## src/rtl/dm_arbiter_pkg.sv

```systemverilog
// Shared definitions for the data-memory arbiter.
//   DM_HIGH_EDGE : default highest legal DM byte address
//   PORT_CPU/DMA : port indices (0 = CPU MEM stage, 1 = DMA bridge)
//   state_e      : arbiter FSM encoding
//   dm_req_t     : one port's access request fields
package dm_arbiter_pkg;

  localparam logic [31:0] DM_HIGH_EDGE = 32'h0000_00FF;
  localparam int          NUM_PORTS    = 2;
  localparam logic        PORT_CPU     = 1'b0;
  localparam logic        PORT_DMA     = 1'b1;

  typedef enum logic [1:0] {
    ST_IDLE = 2'd0,
    ST_GNT0 = 2'd1,
    ST_GNT1 = 2'd2,
    ST_DONE = 2'd3
  } state_e;

  typedef struct packed {
    logic        wr;
    logic [31:0] addr;
    logic [31:0] wd;
    logic [3:0]  be;
  } dm_req_t;

endpackage

```

## src/rtl/dm_arbiter_arb_pick.sv

```systemverilog
// arb_pick: combinational winner selection for the two DM requesters.
//   req  : request vector {DMA, CPU}
//   last : port granted most recently (round-robin pointer)
//   any  : at least one request present
//   win  : selected port (meaningful only when any = 1)
// Build option: DM_ARB_CPU_PRIO_EN -> CPU wins every tie, 'last' is ignored.
module arb_pick
  import dm_arbiter_pkg::*;
(
  input  logic [NUM_PORTS-1:0] req,
  input  logic                 last,
  output logic                 any,
  output logic                 win
);

`ifdef DM_ARB_CPU_PRIO_EN
  logic unused_last;
  assign unused_last = last;
`endif

  always_comb begin
    any = |req;
    win = PORT_CPU;
    if (&req) begin
`ifdef DM_ARB_CPU_PRIO_EN
      win = PORT_CPU;
`else
      // tie: the port that was not served last goes next
      win = ~last;
`endif
    end else if (req[PORT_DMA]) begin
      win = PORT_DMA;
    end
  end

endmodule

```

## src/rtl/dm_arbiter.sv

```systemverilog
// dm_arbiter: two-port (CPU / DMA) arbiter in front of a single-port
// combinational-read data memory. One access every three cycles:
// IDLE (sample) -> GNTx (drive DM) -> DONE (Ack pulse) -> IDLE.
// Ports:
//   Clock, Reset (async, active low)
//   Req/Wr/Addr/WD/BE 0|1 : requester inputs
//   Ack/Err/RD 0|1        : completion pulse, range error, load data
//   MemWrite/MemRead/DmAddr/DmWD/DmBE : DM strobes and bus, DmRD : DM data
// Build option: DM_ARB_CPU_PRIO_EN selects fixed CPU priority instead of
// round-robin; the pointer flop is then not built.
module dm_arbiter
  import dm_arbiter_pkg::*;
#(
  parameter logic [31:0] DM_HIGH = DM_HIGH_EDGE
) (
  input  logic        Clock,
  input  logic        Reset,
  input  logic        Req0,
  input  logic        Req1,
  input  logic        Wr0,
  input  logic        Wr1,
  input  logic [31:0] Addr0,
  input  logic [31:0] Addr1,
  input  logic [31:0] WD0,
  input  logic [31:0] WD1,
  input  logic [3:0]  BE0,
  input  logic [3:0]  BE1,
  output logic        Ack0,
  output logic        Ack1,
  output logic        Err0,
  output logic        Err1,
  output logic [31:0] RD0,
  output logic [31:0] RD1,
  output logic        MemWrite,
  output logic        MemRead,
  output logic [31:0] DmAddr,
  output logic [31:0] DmWD,
  output logic [3:0]  DmBE,
  input  logic [31:0] DmRD
);

  state_e                            state_q, state_d;
  dm_req_t                           lat_q, lat_d;
  logic                              gnt_q, gnt_d;
  logic [NUM_PORTS-1:0][31:0]        rd_q, rd_d;
  logic [NUM_PORTS-1:0]              err_q, err_d;
  dm_req_t [NUM_PORTS-1:0]           port_req;
  logic                              pick_any, pick_win, last, oor;

  assign port_req[PORT_CPU] = '{wr: Wr0, addr: Addr0, wd: WD0, be: BE0};
  assign port_req[PORT_DMA] = '{wr: Wr1, addr: Addr1, wd: WD1, be: BE1};

  arb_pick u_pick (
    .req  ({Req1, Req0}),
    .last (last),
    .any  (pick_any),
    .win  (pick_win)
  );

`ifndef DM_ARB_CPU_PRIO_EN
  logic last_q, last_d;

  always_comb begin
    last_d = last_q;
    if (state_q == ST_IDLE && pick_any) last_d = pick_win;
  end

  // reset value DMA means the CPU wins the first tie
  always_ff @(posedge Clock or negedge Reset) begin
    if (!Reset) last_q <= PORT_DMA;
    else        last_q <= last_d;
  end

  assign last = last_q;
`else
  assign last = PORT_DMA;
`endif

  assign oor = (lat_q.addr > DM_HIGH);

  always_comb begin
    state_d  = state_q;
    lat_d    = lat_q;
    gnt_d    = gnt_q;
    rd_d     = rd_q;
    err_d    = err_q;
    MemWrite = 1'b0;
    MemRead  = 1'b0;
    DmAddr   = '0;
    DmWD     = '0;
    DmBE     = '0;
    case (state_q)
      ST_IDLE: begin
        if (pick_any) begin
          gnt_d   = pick_win;
          lat_d   = port_req[pick_win];
          state_d = pick_win ? ST_GNT1 : ST_GNT0;
        end
      end
      ST_GNT0, ST_GNT1: begin
        DmAddr   = lat_q.addr;
        DmWD     = lat_q.wd;
        DmBE     = lat_q.be;
        // out-of-range accesses never strobe the DM
        MemWrite = lat_q.wr & ~oor;
        MemRead  = ~lat_q.wr & ~oor;
        rd_d[gnt_q]  = oor ? '0 : DmRD;
        err_d[gnt_q] = oor;
        state_d  = ST_DONE;
      end
      ST_DONE: state_d = ST_IDLE;
      default: state_d = ST_IDLE;
    endcase
  end

  // strobes decode from state_q, so an async reset in GNTx kills MemWrite at once
  always_ff @(posedge Clock or negedge Reset) begin
    if (!Reset) begin
      state_q <= ST_IDLE;
      lat_q   <= '0;
      gnt_q   <= PORT_CPU;
      rd_q    <= '0;
      err_q   <= '0;
    end else begin
      state_q <= state_d;
      lat_q   <= lat_d;
      gnt_q   <= gnt_d;
      rd_q    <= rd_d;
      err_q   <= err_d;
    end
  end

  assign Ack0 = (state_q == ST_DONE) && (gnt_q == PORT_CPU);
  assign Ack1 = (state_q == ST_DONE) && (gnt_q == PORT_DMA);
  assign Err0 = err_q[PORT_CPU];
  assign Err1 = err_q[PORT_DMA];
  assign RD0  = rd_q[PORT_CPU];
  assign RD1  = rd_q[PORT_DMA];

endmodule
```

## config.mk

```make
export PLATFORM = sky130hd
export DESIGN_NAME = dm_arbiter
export DESIGN_NICKNAME = d
export VERILOG_FILES = /design/src/rtl/dm_arbiter_pkg.sv /design/src/rtl/dm_arbiter_arb_pick.sv /design/src/rtl/dm_arbiter.sv
export SDC_FILE = /design/constraint.sdc
export NUM_CORES = 1
export LEC_CHECK = 0
export BUFFER_PORTS_ARGS = -buffer_cell sky130_fd_sc_hd__clkbuf_2
export CAP_MARGIN = 20
export CELL_PAD_IN_SITES_DETAIL_PLACEMENT = 0
export CELL_PAD_IN_SITES_GLOBAL_PLACEMENT = 1
export CORE_UTILIZATION = 34
export DETAILED_ROUTE_END_ITERATION = 8
export GPL_ROUTABILITY_DRIVEN = 1
export PLACE_DENSITY = 0.82
export SETUP_SLACK_MARGIN = 0.2
export SLEW_MARGIN = 25
export SYNTH_ARGS = -nofsm -noshare
export SYNTH_HDL_FRONTEND = slang
export SYNTH_SLANG_ARGS = --single-unit
```

## constraint.sdc

```tcl
create_clock -name Clock -period 2.48 [get_ports Clock]
set_clock_uncertainty 0.2 [all_clocks]
set_input_delay 0.496 -clock Clock [delete_from_list [all_inputs] [get_ports Clock]]
set_output_delay 0.496 -clock Clock [all_outputs]
set_load 0.005 [all_outputs]
```

# --- After elaboration in Yosys (flattened, before gate mapping) ---
# Cells that the tools add are included.
word_totals:
  out_inout_bits: 138
  reg_bits: 139
op_classes:
  n_bitwise: 6
  mux: 19
  n_reduce_logical: 9
  eq_ne: 4
  magnitude_cmp: 4
ops:
  columns: ["operator", "count"]
  rows:
  - ["69-bit 2-to-1 mux", 2]
  - ["32-bit 2-to-1 mux", 4]
  - ["64-bit bitwise mux", 1]
  - ["32-bit demux with 1-bit select", 1]
  - ["32-bit by 8-bit > comparator with 1-bit output, second input constant", 1]
  - ["2-bit case mux with 3 select lines", 1]
  - ["1-bit 2-to-1 mux", 5]
  - ["2-bit equality test, second input constant", 2]
  - ["1-bit logical AND", 4]
  - ["1-bit by 2-bit less-than comparator with 1-bit output, second input constant", 2]
  - ["2-bit 2-to-1 mux", 2]
  - ["4-bit 2-to-1 mux", 1]
  - ["1-bit inverter", 4]
  - ["2-bit AND reduction", 2]
  - ["2-bit OR reduction", 2]
  - ["1-bit AND", 2]
  - ["2-bit bitwise mux", 1]
  - ["2-bit by 1-bit equality test with 1-bit output, second input constant", 1]
  - ["2-bit zero test", 1]
  - ["2-bit != test, second input constant", 1]
  - ["1-bit demux with 1-bit select", 1]
  - ["1-bit >= comparator, second input constant", 1]

# --- Depth between registers and ports, before layout ---
# Gate-level depths: netlist of the first run.
depth:
  depth_word: 5
  mapped_depth: 8
  depth_no_buf: 5

# --- By module ---
# A second synthesis of the first run with hierarchy kept.
unflattened:
  hier_cells: 710
  area_unflattened_um2: 6805.3
by_module_without_submodules:
  columns: ["module", "instances", "area_each_um2", "cells_per_inst"]
  rows:
  - ["dm_arbiter", 1, 6791.5, 708]
  - ["arb_pick", 1, 13.8, 2]

# --- Worst setup path before layout of the first run ---
# No wires, ideal clock.
synth_path:
  path_kind: "reg2out"
  from: "reg state_q[0]"
  to: "out MemRead"
  n_path_buf: 2
  stages_incl_launch_ff: 6
  required_ns: 1.784
  slack_ns: 0.304
  arrival_time_ns: 1.480
  cell_sequence: "dfrtp_1 > inv_1 > ha_1 > clkbuf_1 > clkbuf_1 > nor4b_1"
synth_via:
  elab_chain_len: 3
  word_cells_on_any_way: 4
  classes_between: "eq/ne: 2; mux: 1; reduce/logical: 1"
synth_lines:
  columns: ["element", "line_no", "rtl"]
  rows:
  - ["from (decl)", "dm_arbiter.sv:42", "state_e state_q, state_d;"]
  - ["from (signal assigned)", "dm_arbiter.sv:125", "state_q <= state_d;"]
  - ["2-bit by 1-bit equality test with 1-bit output / 2-bit equality test (equally long branches)", "dm_arbiter.sv:92", "case (state_q)"]
  - ["2-bit OR reduction *", "dm_arbiter.sv:92", null]
  - ["1-bit 2-to-1 mux *", "dm_arbiter.sv:92", null]
  - ["to (decl)", "dm_arbiter.sv:35", "output logic MemRead,"]
# Mark *: on every way between the ends. The rest lies on a longest branch, timed or not.

# --- Worst setup path after layout of the first run ---
layout_path:
  from: "reg lat_q[52] (netlist name)"
  to: "out MemRead"
layout_via:
  elab_chain_len: 4
layout_lines:
  columns: ["element", "line_no", "rtl"]
  rows:
  - ["from (decl)", "dm_arbiter.sv:43", "dm_req_t lat_q, lat_d;"]
  - ["from (signal assigned)", "dm_arbiter.sv:126", "lat_q <= lat_d;"]
  - ["32-bit by 8-bit > comparator with 1-bit output", "dm_arbiter.sv:79", "assign oor = (lat_q.addr > DM_HIGH);"]
  - ["1-bit inverter", "dm_arbiter.sv:106", "MemRead = ~lat_q.wr & ~oor;"]
  - ["1-bit AND", "dm_arbiter.sv:106", null]
  - ["1-bit 2-to-1 mux", "dm_arbiter.sv:92", null]
# Every way passes these cells.

==> results_dict.tcl, run 1 <==
set metrics [dict create \
    synth_edf_count 0 \
    port_buffers 311 \
    final_cell_mix "262 x clkbuf_2, 168 x nand2_1, 138 x dfrtp_1, 72 x o21ai_0, 70 x mux2i_1" \
    synthFlopType "dfrtp_1" \
    fmax_ghz 0.397 \
    netlist_instances 705 \
    synth-async-reset-ratio 1.00 \
    first_pass_iters 4 \
    cp_data_arrival_time_ns 1.83 \
    placement.cell_area_sq_um 8830 \
    hold_violations 0 \
    max_slew_margin 0.622 \
    synth_area_sq_um 6820 \
    wl_met3_microns 1500 \
    tns_ns -0.0600 \
    hpwlAfterDp_microns 14300 \
    htreeDepth 4 \
    syn_nets 882 \
    setup.worst_path.class "reg -> out" \
    top_layer_used "met4" \
    grt_setup_unrepaired "yes" \
    grt_pass1_vias 6111 \
    worst_setup_path_start_kind "flip-flop" \
    maxCapViolCount 0 \
    synth_seq_area_share 0.510 \
    insertion_delay_ns 0.42 \
    die_w_microns 144 \
    grt_first_pass_wirelength_microns 32900 \
    crit_required_ns 1.78 \
    die_area_sq_um 20600 \
    ys_types 34 \
    hold_class "in -> reg" \
    worst_slew_pin_slew_ns 0.564 \
    start_util 0.348 \
    ant_nets 0 \
    syn2layout_area_growth_pct 54.3 \
    grt.overflow.total 0 \
    avgRoutedWirePerCell_microns 16.3 \
    cts_tree "yes" \
    avgSynthCellArea_sq_um 9.68 \
    placement_rows 51 \
    setup_slack_ns -0.0413 \
    vias 6325 \
    finalCritPeriodShare 1.02 \
    cts.path.max_buffers 2 \
    wl_met1_microns 8950 \
    grt_antenna_before_repair 0 \
    irDropWorstVdd_mv 0.818 \
    num_io_pins 312 \
    finalCriticalPeriod_ns 2.52 \
    die_y_microns 144 \
    coreArea_sq_um 19600 \
    via_per_inst 4.82 \
    drt_iter0_drc 243 \
    nNetsFinal 1212 \
    cts.sinks 139 \
    run_status "finished, violations left" \
    met2WireLength_microns 10600 \
    cts_buffers 17 \
    synth_warnings 0 \
    p_leak_nw 5.20 \
    violations "negative setup slack" \
    drive_gt1_frac 0.484 \
    r2r_slack_ns 0.36 \
    drc 0 \
    grt_max_degree 66 \
    register_area_sq_um 3480 \
    multiInputGateArea_sq_um 3340 \
    p_total_mw 13.8 \
    synth_seq_cells 139 \
    layout_commonest_cell "clkbuf_2" \
    routabilityCongestion 0.778 \
    powerDensity_nw_per_um2 1310 \
    critPathCaptureType "primary output" \
    fillers 1833 \
    drt-total-wl_microns 21500 \
    design_area_sq_um 10500 \
    grt_usage 0.211 \
    setup_viol 3 \
    cts-root-buf "clkbuf_16" \
    path_clk_slew_ns 0.06 \
    cp_max_fo 2 \
    slew_viol_final 0 \
]
[final cells by class]
class | count | share of cell area
Antenna cell | 1 | 0.000238
Tap cell | 265 | 0.0315
Sequential cell | 139 | 0.330
Inverter | 2 | 0.000713
Clock buffer | 19 | 0.0421
Timing Repair Buffer | 372 | 0.262
Clock inverter | 12 | 0.0154
Multi-Input combinational cell | 503 | 0.317
[synthesized netlist by cell type, drive strengths merged, types with 2 or more instances]
library cell	count	area share
and2	70	0.064
buf	27	0.022
clkbuf	34	0.019
dfrtp	138	0.51
ha	3	0.0055
inv	2	0.0011
mux2i	70	0.10
nand2	169	0.093
nand3	2	0.0015
nand4	33	0.030
nor2b	2	0.0018
nor4	6	0.0099
o21ai	103	0.076
o22a	2	0.0026
o31ai	32	0.050
[flip-flops by register name (all words and copies together), names as in the netlist]
signal,cells
err_q,2
RD0,32
lat_q,69
last,1
RD1,32
state_q,2
gnt_q,1
[kinds of logic (layout without fill, tap and decap cells)]
group           count (synthesis)  count (layout)  share of synthesized area
compound gates                143             143                      0.134
fa+ha+maj                       3               3                    0.00550
buf+inv                        63             405                     0.0422
flops                         139             139                      0.510
mux                            70              70                      0.103
other cells                     0               1                          0
simple gates                  287             287                      0.206
[critical path, stage by stage (launching register included)]
cell,delay (ns)
dfrtp_1,0.42
nor4_4,0.31
nand4_1,0.12
buf_4,0.17
nor4b_4,0.20
buf_2,0.18
[through the flow]
stage / util / hold slack (ns) / std cells / worst slack, ns
floorplan: - / 0.000409 / 705 / 0.304
global placement: 0.451 / 0.185 / 1249 / 0.168
detailed placement: 0.451 / 0.184 / 1249 / 0.164
CTS: 0.517 / 0.0887 / 1307 / -0.154
global route: 0.537 / 0.0970 / 1312 / -0.138
finish: 0.538 / 0.109 / 1313 / -0.0413
[path summary, 6_finish.rpt]
kind	startpoint	cells after the start	end
hold reg to reg	lat_q[8]$_DFFE_PN0P_	2	lat_q[8]$_DFFE_PN0P_
hold / removal	DmRD[24]	3	RD1[24]$_DFFE_PN0P_
setup reg to reg	lat_q[52]$_DFFE_PN0P_	7	RD1[1]$_DFFE_PN0P_
min in group asynchronous	Reset	2	RD0[18]$_DFFE_PN0P_
max in group asynchronous	Reset	3	lat_q[17]$_DFFE_PN0P_
setup / recovery	lat_q[52]$_DFFE_PN0P_	5	MemRead
[power breakdown]
group | internal, mW | switching, mW | leakage (nW)
Combinational | 4.40 | 3.37 | 3.09
Clock | 1.62 | 1.03 | 0.291
Sequential | 2.86 | 0.469 | 1.81
Total | 8.88 | 4.87 | 5.20
[per-layer routing]
layer  vias up  global-route usage
li1       3093                   -
met5         -                   0
met2       243               0.357
met4         0              0.0689
met1      2965               0.262
met3        24              0.0523
[what timing repair did]
action	in CTS	in global routing
setup buffers	16	5
hold endpoints to repair	25	0
gates cloned	10	0
pin swaps	28	19
setup endpoints to repair	70	78
resized for setup	93	79
hold buffers	1	0
Power figures use the tool's default switching activity.
==> run 2: changes to the inputs <==
--- a/config.mk
+++ b/config.mk
@@ -9,10 +9,11 @@
 export CAP_MARGIN = 20
 export CELL_PAD_IN_SITES_DETAIL_PLACEMENT = 0
 export CELL_PAD_IN_SITES_GLOBAL_PLACEMENT = 1
-export CORE_UTILIZATION = 34
+export CORE_ASPECT_RATIO = 1.75
+export CORE_UTILIZATION = 37
 export DETAILED_ROUTE_END_ITERATION = 8
 export GPL_ROUTABILITY_DRIVEN = 1
-export PLACE_DENSITY = 0.82
+export PLACE_DENSITY = 0.88
 export SETUP_SLACK_MARGIN = 0.2
 export SLEW_MARGIN = 25
 export SYNTH_ARGS = -nofsm -noshare
==> constraint.sdc (replaced) <==
create_clock -name Clock -period 3 [get_ports Clock]
set_clock_uncertainty 0.2 [all_clocks]
set_input_delay 0.6 -clock Clock [delete_from_list [all_inputs] [get_ports Clock]]
set_output_delay 0.6 -clock Clock [all_outputs]
set_load 0.005 [all_outputs]
==> run 2 against run 1 <==
  * The run now ends clean
  * Final cell count down 5.4%
  * Non-clock buffer count down 38
  * Power shrank 40%
  * Critical path depth did not move
  * Core utilization shrank 2.4 points
  * Combinational power down 55%
  * Wire length fell by 7.8%
  * Register-to-register slack better by 0.50 ns
  * Clock-buffer cell count is 1 lower
  * Critical endpoint unchanged
  * Highest routed layer unchanged
==> results_dict.tcl, run 2 (same netlist as run 1, synthesis figures left out) <==
set metrics [dict create \
    slew_viol_final 0 \
    p_leak_nw 4.64 \
    drt-total-wl_microns 19800 \
    grt.overflow.total 0 \
    cpMaxStageDelayCell "dfrtp_1" \
    maxCapViolCount 0 \
    cp_data_arrival_time_ns 1.92 \
    holdPathStages 3 \
    start_util 0.378 \
    cts.path.max_buffers 2 \
    grt_setup_unrepaired "yes" \
    placement_rows 65 \
    routabilityCongestion 0.795 \
    grt_pass1_vias 5919 \
    grt_antenna_before_repair 0 \
    die_y_microns 182 \
    p_total_mw 8.32 \
    avgRoutedWirePerCell_microns 15.9 \
    dp_slack_ns 0.437 \
    die_area_sq_um 19000 \
    hold_violations 0 \
    r2r_slack_ns 0.86 \
    cts.sinks 139 \
    cts_buffers 17 \
    die_w_microns 105 \
    hold_start "DmRD[29]" \
    placement.cell_area_sq_um 8610 \
    hpwlAfterDp_microns 14600 \
    max_slew_margin 0.557 \
    crit_required_ns 2.20 \
    setup_viol 0 \
    layout_commonest_cell "clkbuf_2" \
    r2r_end "err_q[1]$_DFFE_PN0P_" \
    cts-root-buf "clkbuf_16" \
    crit_chain "nor4_4 > nand4_1 > buf_4 > nor4b_2 > clkbuf_2" \
    drc 0 \
    cp_max_fo 3 \
    hold_class "in -> reg" \
    port_buffers 311 \
    finalCriticalPeriod_ns 2.72 \
    drt_iter0_drc 227 \
    fin_hold_ws_ns 0.232 \
    n_antenna_cell 0 \
    fmax_ghz 0.368 \
    via_per_inst 4.90 \
    num_io_pins 312 \
    placedCellCount 1209 \
    largest_register "lat_q" \
    cts_tree "yes" \
    setup.worst_path.class "reg -> out" \
    vias 6091 \
    first_pass_iters 4 \
    worst_setup_path_start_kind "flip-flop" \
    grt_max_degree 80 \
    irDropWorstVdd_mv 0.561 \
    ant_nets 0 \
    finish.utilization 0.514 \
    syn2layout_area_growth_pct 35.9 \
    largest_reg_flops 69 \
    drive_gt1_frac 0.393 \
    grt_first_pass_wirelength_microns 31200 \
    rr_startpoint "state_q[0]$_DFFE_PN0P_" \
    insertion_delay_ns 0.40 \
    powerDensity_nw_per_um2 897 \
    fillers 1755 \
    finalCritPeriodShare 0.905 \
    run_status "finished, final reports clean" \
    final_cell_mix "310 x clkbuf_2, 168 x nand2_1, 138 x dfrtp_1, 72 x o21ai_0" \
    tns_ns 0 \
    max_stage_delay_ns 0.42 \
    holdPathEnd "RD1[29]$_DFFE_PN0P_" \
    htreeDepth 4 \
    worst_slew_pin_slew_ns 0.664 \
    critPathCaptureType "primary output" \
    design_area_sq_um 9270 \
    setup_slack_ns 0.284 \
    grt_usage 0.209 \
    r2r_cells 6 \
    nNetsFinal 1174 \
    path_clk_slew_ns 0.06 \
    layout.cells.non_filler 1242 \
    coreArea_sq_um 18100 \
]
-- run 2: changes by cell type in the layout (fill, tap and decap cells not counted), moves of 4 or more --
cell / before / now
buf_4: 27 / 18
buf_12: 16 / 3
buf_16: 10 / 0
buf_6: 50 / 2
clkinv_2: 1 / 5
buf_8: 5 / 0
inv_6: 4 / 0
and2_4: 68 / 0
clkbuf_2: 262 / 310
and2_1: 2 / 70
-- run 2: final cells by class --
cell class,instances,area [sq um],area share
flip-flops and latches,139,3480,0.375
multi-input cells,503,3120,0.337
clock inverters,12,150,0.0162
inverters,2,7.51,0.000810
well taps,234,293,0.0316
repair buffers,334,1780,0.192
clock buffers,18,439,0.0474
-- run 2: how the worst max path moves through the flow --
stage | start | endpoint | slack (ns) | depth (start not counted)
after detailed placement | lat_q[54]$_DFFE_PN0P_ | MemRead | 0.44 | 4
after global routing | lat_q[54]$_DFFE_PN0P_ | MemWrite | 0.19 | 6
after global placement | lat_q[54]$_DFFE_PN0P_ | MemRead | 0.55 | 4
after CTS | state_q[0]$_DFFE_PN0P_ | DmWD[10] | 0.24 | 5
after floorplan | state_q[0]$_DFFE_PN0P_ | MemRead | 0.72 | 5
final | lat_q[54]$_DFFE_PN0P_ | MemRead | 0.28 | 5
-- run 2: what timing repair did --
action                                 in CTS  in global routing
setup buffers                               2                  0
pin swaps                                   1                  0
setup endpoints to repair                   1                 44
endpoints found under the hold margin      25                  0
hold buffers                                1                  0
resized for setup                           3                  4
-- run 2: per-layer routing --
metal  part of all wire  GRT usage
met1               0.39      0.242
met4              0.027     0.0856
met2               0.54      0.378
met5                  0          0
met3              0.040     0.0355
-- run 2: where the power goes --
| group | switching (mW) | internal [mW] | leakage, nW | total (mW) |
|---|---|---|---|---|
| clock | 0.800 | 1.32 | 0.295 | 2.12 |
| combinational | 2.12 | 1.37 | 2.53 | 3.49 |
| sequential | 0.340 | 2.37 | 1.81 | 2.71 |
-- run 2: worst max-delay path: cells and delay by family, from the launching register on --
kind	cells	cell delay [ns]
simple gates	3	0.74
flops	1	0.42
buf+inv	2	0.35
==> run 3: changes to the inputs <==
--- a/config.mk
+++ b/config.mk
@@ -13,6 +13,7 @@
 export CORE_UTILIZATION = 37
 export DETAILED_ROUTE_END_ITERATION = 8
 export GPL_ROUTABILITY_DRIVEN = 1
+export MAX_ROUTING_LAYER = met4
 export PLACE_DENSITY = 0.88
 export SETUP_SLACK_MARGIN = 0.2
 export SLEW_MARGIN = 25
==> run 3 against run 2 <==
  * Register-to-register slack about the same
  * Core utilization unchanged
  * Global-route usage increased by 0.59 points
  * Fmax increased by 0.12%
  * Critical endpoint unchanged
  * Worst hold slack got worse by 0.00099 ns
  * Clock power about the same
  * Combinational power about the same
  * Sequential power about the same
  * Sequential cell count unchanged
  * Final cell count unchanged
==> results_dict.tcl, run 3 (same netlist as run 1, synthesis figures left out) <==
set metrics [dict create \
    drt_iter0_drc 211 \
    drive_gt1_frac 0.393 \
    grt_pass1_vias 5903 \
    routabilityCongestion 0.807 \
    fin_hold_ws_ns 0.231 \
    grt-busiest-layer "met2" \
    multiInputGateArea_sq_um 3120 \
    crit_required_ns 2.20 \
    grt_setup_unrepaired "yes" \
    fillers 1755 \
    coreArea_sq_um 18100 \
    ant_nets 0 \
    start_util 0.378 \
    hold_violations 0 \
    setup_slack_ns 0.287 \
    setup_viol 0 \
    placement.cell_area_sq_um 8610 \
    placement_rows 65 \
    htreeDepth 4 \
    grt_first_pass_wirelength_microns 31200 \
    cts-root-buf "clkbuf_16" \
    run_status "finished, final reports clean" \
    tns_ns 0 \
    grt.overflow.total 0 \
    final_cell_mix "310 x clkbuf_2, 168 x nand2_1, 138 x dfrtp_1, 72 x o21ai_0" \
    crit_end "MemRead" \
    grt_usage 0.215 \
    fmax_ghz 0.369 \
    setup.worst_path.class "reg -> out" \
    via_per_inst 4.87 \
    p_total_mw 8.33 \
    r2r_cells 6 \
    dp_slack_ns 0.437 \
    crit_family "simple AND/OR/NAND/NOR gates" \
    r2r_end "err_q[1]$_DFFE_PN0P_" \
    critPathCaptureType "primary output" \
    hold_class "in -> reg" \
    insertion_delay_ns 0.40 \
    path_clk_slew_ns 0.06 \
    die_w_microns 105 \
    crit_buf_inv 2 \
    max_slew_margin 0.545 \
    cpMaxStageDelayCell "dfrtp_1" \
    drc 0 \
    grt_use_met3 0.0298 \
    largest_register "lat_q" \
    irDropWorstVdd_mv 0.563 \
    finalCritPeriodShare 0.904 \
    largest_reg_flops 69 \
    num_io_pins 312 \
    cts.path.max_buffers 2 \
    n_antenna_cell 0 \
    grt_max_degree 80 \
    nNetsFinal 1174 \
    cts_tree "yes" \
    layout_commonest_cell "clkbuf_2" \
    avgRoutedWirePerCell_microns 15.9 \
    p_leak_nw 4.64 \
    max_stage_delay_ns 0.42 \
    worst_setup_path_start_kind "flip-flop" \
    use_met2 0.380 \
    register_area_sq_um 3480 \
    maxCapViolCount 0 \
    vias 6054 \
    port_buffers 311 \
    worstSetupStartpoint "lat_q[54]$_DFFE_PN0P_" \
    powerDensity_nw_per_um2 898 \
    rr_startpoint "state_q[0]$_DFFE_PN0P_" \
    worst_slew_pin_slew_ns 0.683 \
    drt-total-wl_microns 19800 \
    die_y_microns 182 \
    finalCriticalPeriod_ns 2.71 \
    first_pass_iters 5 \
    layout.cells.non_filler 1242 \
    slew_viol_final 0 \
    placedCellCount 1209 \
    cp_max_fo 3 \
    cts.sinks 139 \
    crit_cells 5 \
    use_met1 0.244 \
    syn2layout_area_growth_pct 35.9 \
    cp_data_arrival_time_ns 1.91 \
    die_area_sq_um 19000 \
    crit_chain "nor4_4 > nand4_1 > buf_4 > nor4b_2 > clkbuf_2" \
    r2r_slack_ns 0.85 \
    grt_antenna_before_repair 0 \
    cts_buffers 17 \
    design_area_sq_um 9270 \
    finish.utilization 0.514 \
    hpwlAfterDp_microns 14600 \
]
-- run 3: cell counts in the layout (fill, tap and decap cells not counted) --
Identical to the previous run, type by type.
-- run 3: what timing repair did --
action	in CTS	in global routing
endpoints found under the hold margin	25	0
hold buffers	1	0
pin swaps	1	0
setup endpoints to repair	1	44
gates resized for setup	3	4
buffers inserted	2	0
-- run 3: worst reg2reg max path: stages, from the launching register on --
cell and delay [ns]:
dfrtp_1 0.38, inv_1 0.07, ha_2 0.39, and2_1 0.47, buf_12 0.23, nand3_1 0.09
o22a_1 0.19
-- run 3: worst min path at each step --
| stage | from | to | slack [ns] | cells past startpoint |
|---|---|---|---|---|
| 3_3_place_gp | lat_q[28]$_DFFE_PN0P_ | lat_q[28]$_DFFE_PN0P_ | 0.25 | 2 |
| 4_1_cts | DmRD[22] | RD1[22]$_DFFE_PN0P_ | 0.21 | 3 |
| 6_report | DmRD[29] | RD1[29]$_DFFE_PN0P_ | 0.23 | 3 |
| 5_1_grt | DmRD[30] | RD1[30]$_DFFE_PN0P_ | 0.22 | 3 |
| 2_1_floorplan | Reset | RD0[0]$_DFFE_PN0P_ | 0.10 | 0 |
| 3_5_place_dp | lat_q[34]$_DFFE_PN0P_ | lat_q[34]$_DFFE_PN0P_ | 0.26 | 2 |
-- run 3: layer usage --
metal / part of all wire / up-vias
met5: 0 / -
met4: 0.025 / 0
met3: 0.033 / 30
met2: 0.54 / 184
met1: 0.40 / 2843
li1: - / 2997
-- run 3: report_power, final --
| group | internal, mW | total [mW] | leakage [nW] | switching [mW] |
|---|---|---|---|---|
| logic | 1.37 | 3.50 | 2.53 | 2.12 |
| clock network | 1.32 | 2.12 | 0.295 | 0.802 |
| registers | 2.37 | 2.71 | 1.81 | 0.341 |
-- run 3: area by class of cell --
class / count / area share
clock buffer: 18 / 0.0474
clock inverter: 12 / 0.0162
inverter: 2 / 0.000810
multi-input combinational: 503 / 0.337
sequential: 139 / 0.375
tap: 234 / 0.0316
timing repair buffer: 334 / 0.192
